## config.mk

```make
export PLATFORM = sky130hd
export DESIGN_NAME = dmem_port_arbiter
export DESIGN_NICKNAME = d
export VERILOG_FILES = /design/src/rtl/dmem_port_arbiter.sv
export SDC_FILE = /design/constraint.sdc
export NUM_CORES = 1
export LEC_CHECK = 0
export BUFFER_PORTS_ARGS = -buffer_cell sky130_fd_sc_hd__buf_2
export CORE_AREA = 5 5 112 114
export CTS_BUF_LIST = sky130_fd_sc_hd__clkbuf_8
export CTS_CLUSTER_DIAMETER = 30
export DETAILED_ROUTE_END_ITERATION = 10
export DIE_AREA = 0 0 117 119
export SYNTH_ARGS = -nofsm -noshare
export SYNTH_HDL_FRONTEND = slang
export SYNTH_SLANG_ARGS = --single-unit
```

## constraint.sdc

```tcl
create_clock -name clk_in -period 1.6 [get_ports clk_in]
set_input_delay 0.08 -clock clk_in [delete_from_list [all_inputs] [get_ports clk_in]]
set_output_delay 0.08 -clock clk_in [all_outputs]
set_load 0.1 [all_outputs]
```

## src/rtl/dmem_port_arbiter.sv

```systemverilog
// dmem_port_arbiter: shares one single-port data SRAM between the core LSU
// (master 0) and the debug-module system-bus access (master 1). It arbitrates
// round-robin, decodes the SRAM address window and routes the 1-cycle SRAM
// read response back to the master that was granted.
module dmem_port_arbiter #(
    parameter int                    ADDR_WIDTH     = 32,
    parameter int                    DATA_WIDTH     = 32,
    parameter int                    MEM_ADDR_WIDTH = 12,
    parameter logic [ADDR_WIDTH-1:0] MEM_BASE       = 32'h0101_0000
) (
    input  logic                             clk_in,
    input  logic                             reset,
    input  logic [1:0]                       m_req,
    output logic [1:0]                       m_gnt,
    input  logic [1:0][ADDR_WIDTH-1:0]       m_addr,
    input  logic [1:0]                       m_we,
    input  logic [1:0][DATA_WIDTH/8-1:0]     m_be,
    input  logic [1:0][DATA_WIDTH-1:0]       m_wdata,
    output logic [1:0]                       m_rvalid,
    output logic [1:0][DATA_WIDTH-1:0]       m_rdata,
    output logic [1:0]                       m_err,
    output logic                             sram_req,
    output logic                             sram_we,
    output logic [MEM_ADDR_WIDTH-1:0]        sram_addr,
    output logic [DATA_WIDTH/8-1:0]          sram_be,
    output logic [DATA_WIDTH-1:0]            sram_wdata,
    input  logic [DATA_WIDTH-1:0]            sram_rdata
);

    // Address bits above the SRAM word index select the window.
    localparam int TAG_LSB = MEM_ADDR_WIDTH + 2;
    localparam logic [ADDR_WIDTH-1:TAG_LSB] BASE_TAG = MEM_BASE[ADDR_WIDTH-1:TAG_LSB];

    logic rr_ptr;
    logic winner;
    logic grant_any;
    logic contended;
    logic win_hit;
    logic resp_valid;
    logic resp_owner;
    logic resp_err;
    logic resp_read;

    // Byte-lane selection is by byte enables only, so the two low address
    // bits are deliberately ignored.
    logic unused_addr_lsbs;
    assign unused_addr_lsbs = ^{m_addr[0][1:0], m_addr[1][1:0]};

    assign grant_any = |m_req;
    assign contended = &m_req;

    // Pick the winning master: a lone requester always wins, and under
    // contention the round-robin pointer decides.
    always_comb begin
        winner = 1'b0;
        if (contended) begin
            winner = rr_ptr;
        end else if (m_req[1]) begin
            winner = 1'b1;
        end
    end

    assign win_hit = (m_addr[winner][ADDR_WIDTH-1:TAG_LSB] == BASE_TAG);

    // Grant the winner in the same cycle and drive the SRAM only on a window
    // hit; all SRAM outputs rest at zero otherwise.
    always_comb begin
        m_gnt      = '0;
        sram_req   = 1'b0;
        sram_we    = 1'b0;
        sram_addr  = '0;
        sram_be    = '0;
        sram_wdata = '0;
        if (grant_any) begin
            m_gnt[winner] = 1'b1;
            if (win_hit) begin
                sram_req   = 1'b1;
                sram_we    = m_we[winner];
                sram_addr  = m_addr[winner][TAG_LSB-1:2];
                sram_be    = m_be[winner];
                sram_wdata = m_wdata[winner];
            end
        end
    end

    // Track the round-robin pointer and remember who owns next cycle's
    // response; reset drops any response still in flight.
    always_ff @(posedge clk_in or negedge reset) begin
        if (!reset) begin
            rr_ptr     <= 1'b0;
            resp_valid <= 1'b0;
            resp_owner <= 1'b0;
            resp_err   <= 1'b0;
            resp_read  <= 1'b0;
        end else begin
            if (contended) begin
                rr_ptr <= ~winner;
            end
            resp_valid <= grant_any;
            resp_owner <= winner;
            resp_err   <= grant_any & ~win_hit;
            resp_read  <= grant_any & win_hit & ~m_we[winner];
        end
    end

    // Route the response to its owner; read data is forwarded only for a
    // hit read and is zero for writes and window misses.
    always_comb begin
        m_rvalid = '0;
        m_rdata  = '0;
        m_err    = '0;
        if (resp_valid) begin
            m_rvalid[resp_owner] = 1'b1;
            m_err[resp_owner]    = resp_err;
            if (resp_read) begin
                m_rdata[resp_owner] = sram_rdata;
            end
        end
    end

endmodule

```

# Yosys cells after proc, flatten, opt, wreduce, memory -nomap -nowiden
# Index checks and enable logic that the tools add are counted.
dict set report totals {
  register_bits 5
  output_inout_bits 120
  elab_cells 53
}
dict set report classes {
  order_cmp 4
  n_eq_ne 1
  mux 31
  bitwise_logic 8
  reduce_logical 4
}
# op n
set ops {}
lappend ops {{$mux 32} 7}
lappend ops {{$mux 64} 2}
lappend ops {{$and 64x64->64} 1}
lappend ops {{$demux 32 s1} 1}
lappend ops {{$mux 12} 2}
lappend ops {{$eq 18x11->1 const B} 1}
lappend ops {{$mux 4} 4}
lappend ops {{$mux 1} 10}
lappend ops {{$mux 2} 3}
lappend ops {{$lt 1x2->1 const B} 2}
lappend ops {{$and 1x1->1} 3}
lappend ops {{$not 1->1} 3}
lappend ops {{$and 2x2->2} 1}
lappend ops {{$demux 1 s1} 2}
lappend ops {{$ge 1x1->1 const B} 2}
lappend ops {{$logic_and 1x1->1} 2}
lappend ops {{$reduce_and 2->1} 1}
lappend ops {{$reduce_or 2->1} 1}

# Longest topological paths before layout
# Gate-level depths: netlist of the first run.
dict set report logic_depth {
  word_depth 7
  ltp_mapped 7
  ltp_nobuf 5
}

# Worst setup path after synthesis of the first run
# No wires, ideal clock.
dict set report synth_timing {
  path_kind {input port to output port}
  start {in m_addr[47] in the netlist's numbering}
  end {out sram_we}
  arrival_ns 2.359
  required_ns 1.520
  path_slack_ns -0.839
  cell_stages 4
  path_cell_list {or4b_4 > nor3_4 > nand4_4 > a21boi_1}
}
dict set report synth_via {
  elab_chain_cells 5
}
# element line
set synth_rtl {}
lappend synth_rtl {{from (decl)} 15} ;# input logic [1:0][ADDR_WIDTH-1:0] m_addr,
lappend synth_rtl {{$mux 32 (2 in a row)} -}
lappend synth_rtl {{$eq 18x11->1} 63} ;# assign win_hit = (m_addr[winner][ADDR_WIDTH-1:TAG_LSB] == BASE_TAG);
lappend synth_rtl {{$mux 1} 76} ;# if (win_hit) begin
lappend synth_rtl {{$mux 1} 74} ;# if (grant_any) begin
lappend synth_rtl {{to (decl)} 23} ;# output logic sram_we,
# No other way between the ends. The select of a mux whose other input is x is not followed.

# Final worst setup path of the first run
dict set report layout_timing {
  start {reg rr_ptr}
  end {out sram_wdata[25]}
}
dict set report layout_via {
  elab_chain_cells 6
  word_cells_on_any_way 8
  classes_between {eq/ne: 1; mux: 7}
}
# element line
set layout_rtl {}
lappend layout_rtl {{from (decl)} 34} ;# logic rr_ptr;
lappend layout_rtl {{from (signal assigned)} 97} ;# rr_ptr <= ~winner;
lappend layout_rtl {{$mux 1 (*)} 56} ;# if (contended) begin
lappend layout_rtl {{$mux 32 (2 in a row)} -}
lappend layout_rtl {{$eq 18x11->1} 63}
lappend layout_rtl {{$mux 32 (*)} 76}
lappend layout_rtl {{$mux 32 (*)} 74}
lappend layout_rtl {{to (decl)} 26} ;# output logic [DATA_WIDTH-1:0] sram_wdata,
# Mark *: on every way between the ends. The rest lies on a longest branch, timed or not. The select of a mux whose other input is x is not followed.

==> reports/metrics.yaml, run 1 <==
outcome: "complete, but fails checks"
failed_checks: "setup timing"
gp_congestion: 0.892
p_leak_nw: 2.55
diodes: 0
r2r_start: "rr_ptr"
die_w_um: 117
whs_ps: 157
grt.overflow.total: 0
synth.area.top_cells: "mux2i_1 27%, a21oi_2 24%, nor2_1 14%, nand2_1 7.3%, dfrtp_1 7.0%"
drtIter0Drc: 67
placed_area_um2: 6080
crit_type: "reg2out"
cts_made_buffers: 3
clk_pin_slew_worst_paths_ps: 30
use_met3_pct: 3.70
report.power.total_mw: 1.74
first_global_vias: 3342
htree_num_levels: 1
core_um2: 11300
tightest_slew_ps: 502
drc: 0
hold_class: "in2reg"
grt_usage_pct: 15.5
place.detailed.hpwl_mm: 10.4
setup_viol: 50
hp-start: "m_req[0]"
crit_path_max_fanout: 20
antenna_found_initial: 1
dr_total_vias: 3053
gr-usage-met2_pct: 31.9
ioPinCount: 294
layout_commonest_cell: "buf_2"
synth-seq-cells: 5
holdPathEnd: "rr_ptr"
crit_chain: "o21ai_4, buf_12, nand4_1, buf_6, buf_12, a21oi_4, buf_12"
p_per_area_nw_per_um2: 278
synthesis.area_um2: 1790
reg2reg_slack_ps: 100
area_growth_pct: 250
use_met1_pct: 15.2
netlist.area_leader.share_pct: 26.9
fin_nets: 729
finalMaxSlewViolations: 0
yosysWarningCount: 0
worst_setup_path_start_kind: "flop"
synth_edf_count: 0
critical-path-top-delay-family: "buffers and inverters"
synthFlopType: "dfrtp_1"
min_period_ps: 1870
routed_via_density: 4.38
die_area_um2: 13900
cp.arrival_ps: 1790
drt_wl_total_mm: 11.6
hold_viol_final: 0
worst-path-buf-inv: 4
synth_area_leader_cell: "mux2i_1"
synthCells: 258
period_share_pct: 117
ir_worst_vdd_mv: 0.302
reg2reg_depth: 6
portBuffers: 289
synthArstFlopShare_pct: 100
slowest_delay_ps: 400
chipHeight_um: 119
wl_per_cell_um: 16.7
required_ps: 1520
clk_latency_ps: 220
synth_cell_types: 28
layout-drive-gt1-share_pct: 81.6
worst_slew_margin_rel_pct: 66.7
setup_slack_ps: -274
num_rows: 39
r2r-end: "resp_read"
synth_seq_area_share_pct: 7.00
final_cell_area_um2: 6250
top_usage_layer: "met2"
rsz0062_at_grt: "true"
start_util_pct: 15.8
antenna_left: 0
syn-num-nets: 432
skew_ps: 3.48
root_buffer: "clkbuf_8"
slowest_stage: "dfrtp_1"
cpMostUsedCell: "buf_12"
fmax_ghz: 0.534
dr.pass1.iters: 4
holdPathStages: 3
grt_pass1_wl_mm: 17.4
grt_max_degree: 35
cts_num_sinks: 5
cap_violations: 0
tritoncts: "built"
syn_avg_cell_area_um2: 6.93
cp-end-kind: "output pin"
clockBufferDepth: 2
final_cell_mix: "171 x buf_2, 124 x buf_12, 48 x a21oi_4"
==> worst min-delay path, stage by stage <==
cell and delay [ps]:
buf_2 110, nand2_1 70, xnor2_1 60
==> registers in the layout, summed over array words and instances (netlist names) <==
signal and count:
resp_err 1, resp_owner 1, resp_read 1, resp_valid 1, rr_ptr 1
==> cell usage after synthesis, types with 2 or more instances <==
library cell,instances
a21oi_2,49
buf_2,11
buf_6,5
clkbuf_1,10
dfrtp_1,5
inv_1,4
inv_2,2
mux2i_1,48
nand2_1,35
nor2_1,68
nor4_1,3
nor4b_1,2
==> how the worst max path moves through the flow <==
stage	cells past startpoint	end	start
after floorplan	3	m_err[0]	resp_owner
after global placement	7	sram_addr[10]	m_addr[47]
after detailed placement	7	sram_wdata[1]	m_addr[17]
after CTS	7	sram_wdata[4]	rr_ptr
after global routing	7	sram_wdata[5]	rr_ptr
final	7	sram_wdata[25]	rr_ptr
==> per-layer routing <==
| metal | up-vias | part of all wire, % |
|---|---|---|
| met1 | 1378 | 31 |
| met3 | 16 | 10 |
| met4 | 2 | 1.7 |
| met5 | - | 0.060 |
| met2 | 190 | 57 |
| li1 | 1467 | - |
==> metrics by stage <==
step                      instances  utilization (%)  setup TNS [ps]  setup WS [ps]
after global placement          689             53.7           -6810           -196
after global routing            697             55.2          -17160           -369
after CTS                       697             54.9          -13640           -294
after detailed placement        689             53.7           -9440           -228
final                           697             55.2          -12460           -274
after floorplan                 258                -          -19350           -381
==> logic make-up (layout without fill, tap and decap cells) <==
logic type	after synthesis	count (layout)	synth area share, %
AO/OA/AOI/OAI	52	52	25.0
buffers and inverters	32	328	9.59
AND/OR/NAND/NOR	119	119	30.4
multiplexers	49	49	27.5
flip-flops	5	5	7.00
XOR/XNOR	1	1	0.490
==> what timing repair did <==
action                     CTS  global route
hold endpoints to repair     5             0
gates cloned                 1             1
hold buffers                 1             0
setup endpoints to repair   50            51
pin swaps                   12            16
resized for setup           10             6
setup buffers                2             0
==> area by class of cell <==
type,count,area [um^2]
inverters,6,22.5
multi-input cells,221,2310
clock buffers,3,41.3
repair buffers,318,3570
well taps,143,179
fillers,939,5070
clock inverters,1,5.00
flip-flops and latches,5,125
==> power breakdown <==
part	switching, mW	internal [mW]	total [mW]
clock	0.0607	0.167	0.228
sequential	0.0206	0.148	0.168
combinational	0.793	0.548	1.34
No activity file was read; power rests on OpenSTA's default activity.
==> inputs of run 2 (changes only) <==
--- a/config.mk
+++ b/config.mk
@@ -11,6 +11,7 @@
 export CTS_CLUSTER_DIAMETER = 30
 export DETAILED_ROUTE_END_ITERATION = 10
 export DIE_AREA = 0 0 117 119
+export PLACE_DENSITY = 0.63
 export SYNTH_ARGS = -nofsm -noshare
 export SYNTH_HDL_FRONTEND = slang
 export SYNTH_SLANG_ARGS = --single-unit
==> run 2 against run 1 <==
The run still ends with setup timing left. Power increased by 14%. First-iteration DRC count increased by 52%. Global-route usage is 0.33 points higher. Clock skew shrank 2.8 ps. Critical endpoint is now sram_wdata[28]. Cell area is 7.7% higher. Fmax decreased by 1.4%. Combinational power is 18% higher. Clock power down 2%. Critical path depth rose by 2. Utilization up 4.3 points. Sequential share of layout area fell by 0.14 points. Die area stayed put.
==> reports/metrics.yaml, run 2 (synthesized netlist as in run 1, its figures left out) <==
fillCellCount: 893  # -4.9%
p_per_area_nw_per_um2: 293  # +5.6%
setup_viol: 51  # +2.0%
placed_area_um2: 6170  # +1.4%
root_buffer: "clkbuf_8"
cts_num_sinks: 5  # unchanged
die_w_um: 117  # unchanged
cts_made_buffers: 3  # unchanged
cap_violations: 0  # unchanged
gp_congestion: 0.842  # -5.6%
holdPathStages: 3  # unchanged
min_period_ps: 1900  # +27.2 ps
dr_total_vias: 3172  # +3.9%
num_rows: 39  # unchanged
drtIter0Drc: 102  # +52%
core_um2: 11300  # unchanged
fin_nets: 750  # +2.9%
reg2reg_depth: 9  # +3
layout_commonest_cell: "buf_2"
r2r-end: "resp_err"
outcome: "complete, but fails checks"
tightest_slew_ps: 505  # +2.09 ps
required_ps: 1520  # about the same
p_leak_nw: 2.72  # +7.1%
crit_chain: "o21ai_4, buf_6, buf_12, clkinv_8, nand4_4, buf_12, buf_16, a21oi_4, buf_12"
portBuffers: 289  # unchanged
area_growth_pct: 277
period_share_pct: 119  # +1.7 points
setup_slack_ps: -301  # -27.2 ps
chipHeight_um: 119  # unchanged
worst-path-buf-inv: 6  # +2
crit_path_max_fanout: 12  # -40%
report.power.total_mw: 1.97  # +14%
final_cell_area_um2: 6740  # +7.7%
clk_latency_ps: 220  # about the same
slowest_stage: "dfrtp_1"
clockBufferDepth: 2  # unchanged
first_global_vias: 3450  # +3.2%
grt_pass1_wl_mm: 17.7  # +1.9%
final_util_pct: 59.5  # +4.3 points
finalMaxSlewViolations: 0  # unchanged
r2r_start: "rr_ptr"
drt_wl_total_mm: 12.3  # +6.4%
grt_max_degree: 35  # unchanged
drc: 0  # unchanged
worst_setup_path_start_kind: "flop"
routed_via_density: 4.42  # +0.86%
grt.overflow.total: 0  # unchanged
reg2reg_slack_ps: -40  # -140 ps
final_cell_mix: "171 x buf_2, 126 x buf_12, 48 x a21oi_4"
diodes: 0  # unchanged
ir_worst_vdd_mv: 0.268  # -11%
htree_num_levels: 1  # unchanged
worst_slew_margin_rel_pct: 66.6  # -0.14 points
cpMostUsedCell: "buf_12"
tritoncts: "built"
layout-drive-gt1-share_pct: 84.0  # +2.4 points
slowest_delay_ps: 400  # about the same
holdPathEnd: "rr_ptr"
die_area_um2: 13900  # unchanged
grt_usage_pct: 15.8  # +0.33 points
clk_pin_slew_worst_paths_ps: 30  # about the same
hold_viol_final: 0  # unchanged
critical-path-top-delay-family: "buffers and inverters"
ioPinCount: 294  # unchanged
cp.arrival_ps: 1820  # +30 ps
wl_per_cell_um: 17.2  # +3.3%
tns_ps: -13640  # -1170 ps
crit_type: "reg2out"
antenna_left: 0  # unchanged
hold_class: "in2reg"
cp-end-kind: "output pin"
hp-start: "m_req[0]"
rsz0062_at_grt: "true"
cp.depth: 9  # +2
start_util_pct: 15.8  # unchanged
dr.pass1.iters: 4  # unchanged
skew_ps: 0.678  # -2.80 ps
failed_checks: "setup timing"
place.detailed.hpwl_mm: 10.2  # -2.1%
post-place-ws_ps: -207  # +20.4 ps
antenna_found_initial: 0  # -1
fmax_ghz: 0.526  # -1.4%
run 2: how the worst max path moves through the flow:
stage	start	endpoint	slack, ps
floorplan	resp_owner	m_err[0]	-380
global placement	m_addr[47]	sram_we	-160
detailed placement	m_addr[47]	sram_we	-210
CTS	rr_ptr	sram_wdata[8]	-340
global route	rr_ptr	sram_wdata[25]	-360
finish	rr_ptr	sram_wdata[28]	-300
run 2: power by group:
group / switching [mW] / leakage, nW / total (mW) / internal [mW]
Combinational: 0.874 / 2.64 / 1.58 / 0.708
Clock: 0.0584 / 0.0269 / 0.223 / 0.164
Sequential: 0.0228 / 0.0585 / 0.170 / 0.148
run 2: through the flow:
| stage | hold slack (ps) | std cells |
|---|---|---|
| after floorplan | -216 | 258 |
| after global placement | -95.9 | 697 |
| after detailed placement | -92.4 | 697 |
| after CTS | 157 | 711 |
| after global routing | 165 | 718 |
| final | 160 | 718 |
run 2: cell type report:
class	count	area [um^2]	area share [%]
inverters	6	35.0	0.520
clock inverters	1	3.75	0.0557
flip-flops and latches	5	125	1.86
clock buffers	3	41.3	0.613
well taps	143	179	2.66
multi-input cells	221	2420	36.0
repair buffers	339	3930	58.3
run 2: metal layers:
| layer | GRT usage [%] | vias to the layer above | wire length, um |
|---|---|---|---|
| li1 | - | 1518 | - |
| met1 | 16.3 | 1429 | 3870 |
| met2 | 31.8 | 201 | 6950 |
| met3 | 2.23 | 24 | 1190 |
| met4 | 4.66 | 0 | 342 |
| met5 | 0 | - | 0 |
run 2: tightest hold or removal path, stage by stage:
cell,delay [ps]
buf_2,110
nand2_1,70
xnor2_1,70
run 2: what timing repair did:
item                                   CTS  global route
gates resized for setup                 36            19
hold buffers                             1             0
setup endpoints to repair               50            54
endpoints found under the hold margin    5             0
gates cloned                             3             4
pin swaps                               30            37
buffers inserted                         7             3
==> inputs of run 3 (changes only) <==
==> constraint.sdc (replaced) <==
create_clock -name clk_in -period 1.85 [get_ports clk_in]
set_input_delay 0.0925 -clock clk_in [delete_from_list [all_inputs] [get_ports clk_in]]
set_output_delay 0.0925 -clock clk_in [all_outputs]
set_load 0.1 [all_outputs]
==> run 3 against run 2 <==
Non-clock buffer count down 25. The run still ends with setup timing left. Cell count down 3.5%. Clock skew up 3.5 ps. Register-to-register slack better by 420 ps. First-iteration DRC count down 11%. Combinational power down 11%. Clock-buffer cell count unchanged. Largest cell class unchanged. Sequential power down 12%. Routed wire length down 5.2%. Cell area down 6.3%.
==> reports/metrics.yaml, run 3 (synthesized netlist as in run 1, its figures left out) <==
cp-end-kind: "output pin"
cp.depth: 7  # -2
gp_congestion: 0.805  # -4.5%
final_cell_area_um2: 6310  # -6.3%
routed_via_density: 4.36  # -1.3%
hold_class: "in2reg"
setup_slack_ps: -10.6  # +290 ps
crit_path_max_fanout: 34  # +22
required_ps: 1760  # +240 ps
num_rows: 39  # unchanged
antenna_found_initial: 0  # unchanged
clk_pin_slew_worst_paths_ps: 40  # about the same
slowest_delay_ps: 540  # +140 ps
area_growth_pct: 253
layout-drive-gt1-share_pct: 83.3  # -0.73 points
drtIter0Drc: 91  # -11%
regArea_um2: 126  # +1.0%
holdPathStages: 3  # unchanged
cpMostUsedCell: "buf_12"
cap_violations: 0  # unchanged
drt_wl_total_mm: 11.7  # -5.2%
critical-path-top-delay-family: "simple AND/OR/NAND/NOR gates"
fillCellCount: 936  # +4.8%
dr.pass1.iters: 4  # unchanged
grt_pass1_wl_mm: 17.4  # -2.0%
clockBufferDepth: 2  # unchanged
grt_usage_pct: 15.5  # -0.34 points
cp.arrival_ps: 1770  # -50 ps
cts_made_buffers: 3  # unchanged
worst_slew_margin_rel_pct: 67.6  # +1.0 points
diodes: 0  # unchanged
reg2reg_depth: 5  # -4
fin_nets: 725  # -3.3%
worst_setup_path_start_kind: "primary input"
ioPinCount: 294  # unchanged
placed_area_um2: 5670  # -8.0%
tns_ps: -15.9  # +13,620 ps
die_w_um: 117  # unchanged
drc: 0  # unchanged
grt_max_degree: 35  # unchanged
p_leak_nw: 2.46  # -9.8%
cts_num_sinks: 5  # unchanged
root_buffer: "clkbuf_8"
die_area_um2: 13900  # unchanged
finalMaxSlewViolations: 0  # unchanged
start_util_pct: 15.8  # unchanged
outcome: "complete, but fails checks"
antenna_left: 0  # unchanged
portBuffers: 289  # unchanged
skew_ps: 4.16  # +3.48 ps
p_per_area_nw_per_um2: 276  # -5.7%
wl_per_cell_um: 16.9  # -1.8%
whs_ps: 144  # -15.3 ps
clk_latency_ps: 220  # about the same
multi_input_area_um2: 2350  # -3.2%
grt.overflow.total: 0  # unchanged
core_um2: 11300  # unchanged
ir_worst_vdd_mv: 0.302  # +13%
slowest_stage: "or4b_4"
htree_num_levels: 1  # unchanged
report.power.total_mw: 1.74  # -12%
chipHeight_um: 119  # unchanged
setup_viol: 2  # -96%
dr_total_vias: 3021  # -4.8%
hold_viol_final: 0  # unchanged
period_share_pct: 101
first_global_vias: 3399  # -1.5%
tightest_slew_ps: 489  # -15.7 ps
min_period_ps: 1860
tritoncts: "built"
crit_type: "in2out"
crit_chain: "buf_2, or4b_4, nor3_4, nand4_4, buf_12, a21boi_2, buf_12"
failed_checks: "setup timing"
final_cell_mix: "171 x buf_2, 125 x buf_12, 48 x a21oi_4"
post-place-ws_ps: 9.05  # +216 ps
fmax_ghz: 0.537
worst-path-buf-inv: 3  # -3
layout_commonest_cell: "buf_2"
rsz0062_at_grt: "true"
place.detailed.hpwl_mm: 9.42  # -7.3%
-- run 3: cell types whose count changed in the layout (fill, tap and decap cells not counted), sizes merged --
cell,delta
clkbuf,-3
buf,-22
-- run 3: cell type report --
type	instances	share of cell area, %
Timing Repair Buffer	314	56.9
Multi-Input combinational cell	221	37.2
Tap cell	143	2.83
Sequential cell	5	2.00
Clock buffer	3	0.654
Inverter	6	0.357
Clock inverter	1	0.0793
-- run 3: final timing paths --
| kind | to | slack [ps] | startpoint |
|---|---|---|---|
| worst max-delay path | sram_we | -10 | m_addr[47] |
| worst min-delay path | rr_ptr | 140 | m_req[0] |
| worst max register to register | resp_err | 380 | rr_ptr |
| worst min register to register | resp_owner | 600 | rr_ptr |
| max in group asynchronous | rr_ptr | 1420 | reset |
| min in group asynchronous | resp_err | 280 | reset |
-- run 3: what timing repair did --
item	CTS	global route
gates cloned	2	2
buffers inserted	9	0
hold buffers	1	0
pin swaps	10	9
endpoints found under the hold margin	5	0
resized for setup	54	36
setup endpoints to repair	50	49
-- run 3: per-stage QoR --
stage               util [%]  cells
floorplan                  -    258
global placement        50.1    677
detailed placement      50.1    677
CTS                     54.1    693
global route            55.8    693
finish                  55.8    693
-- run 3: where the power goes --
group	internal [mW]	switching (mW)	total, mW
clock network	0.145	0.0559	0.201
registers	0.130	0.0191	0.149
logic	0.664	0.731	1.40
total	0.939	0.806	1.74
-- run 3: layer usage --
metal / part of all wire, % / vias to the layer above / track usage, %
met5: 0 / - / 0
met2: 56 / 181 / 30.7
met3: 9.1 / 10 / 2.38
li1: - / 1464 / -
met4: 1.2 / 0 / 3.01
met1: 33 / 1366 / 16.8
-- run 3: worst min-delay path, delay by kind of cell --
family / cells / cell delay, ps
buffers and inverters: 1 / 110
xor gates and xnor gates: 1 / 60
and+or+nand+nor: 1 / 70
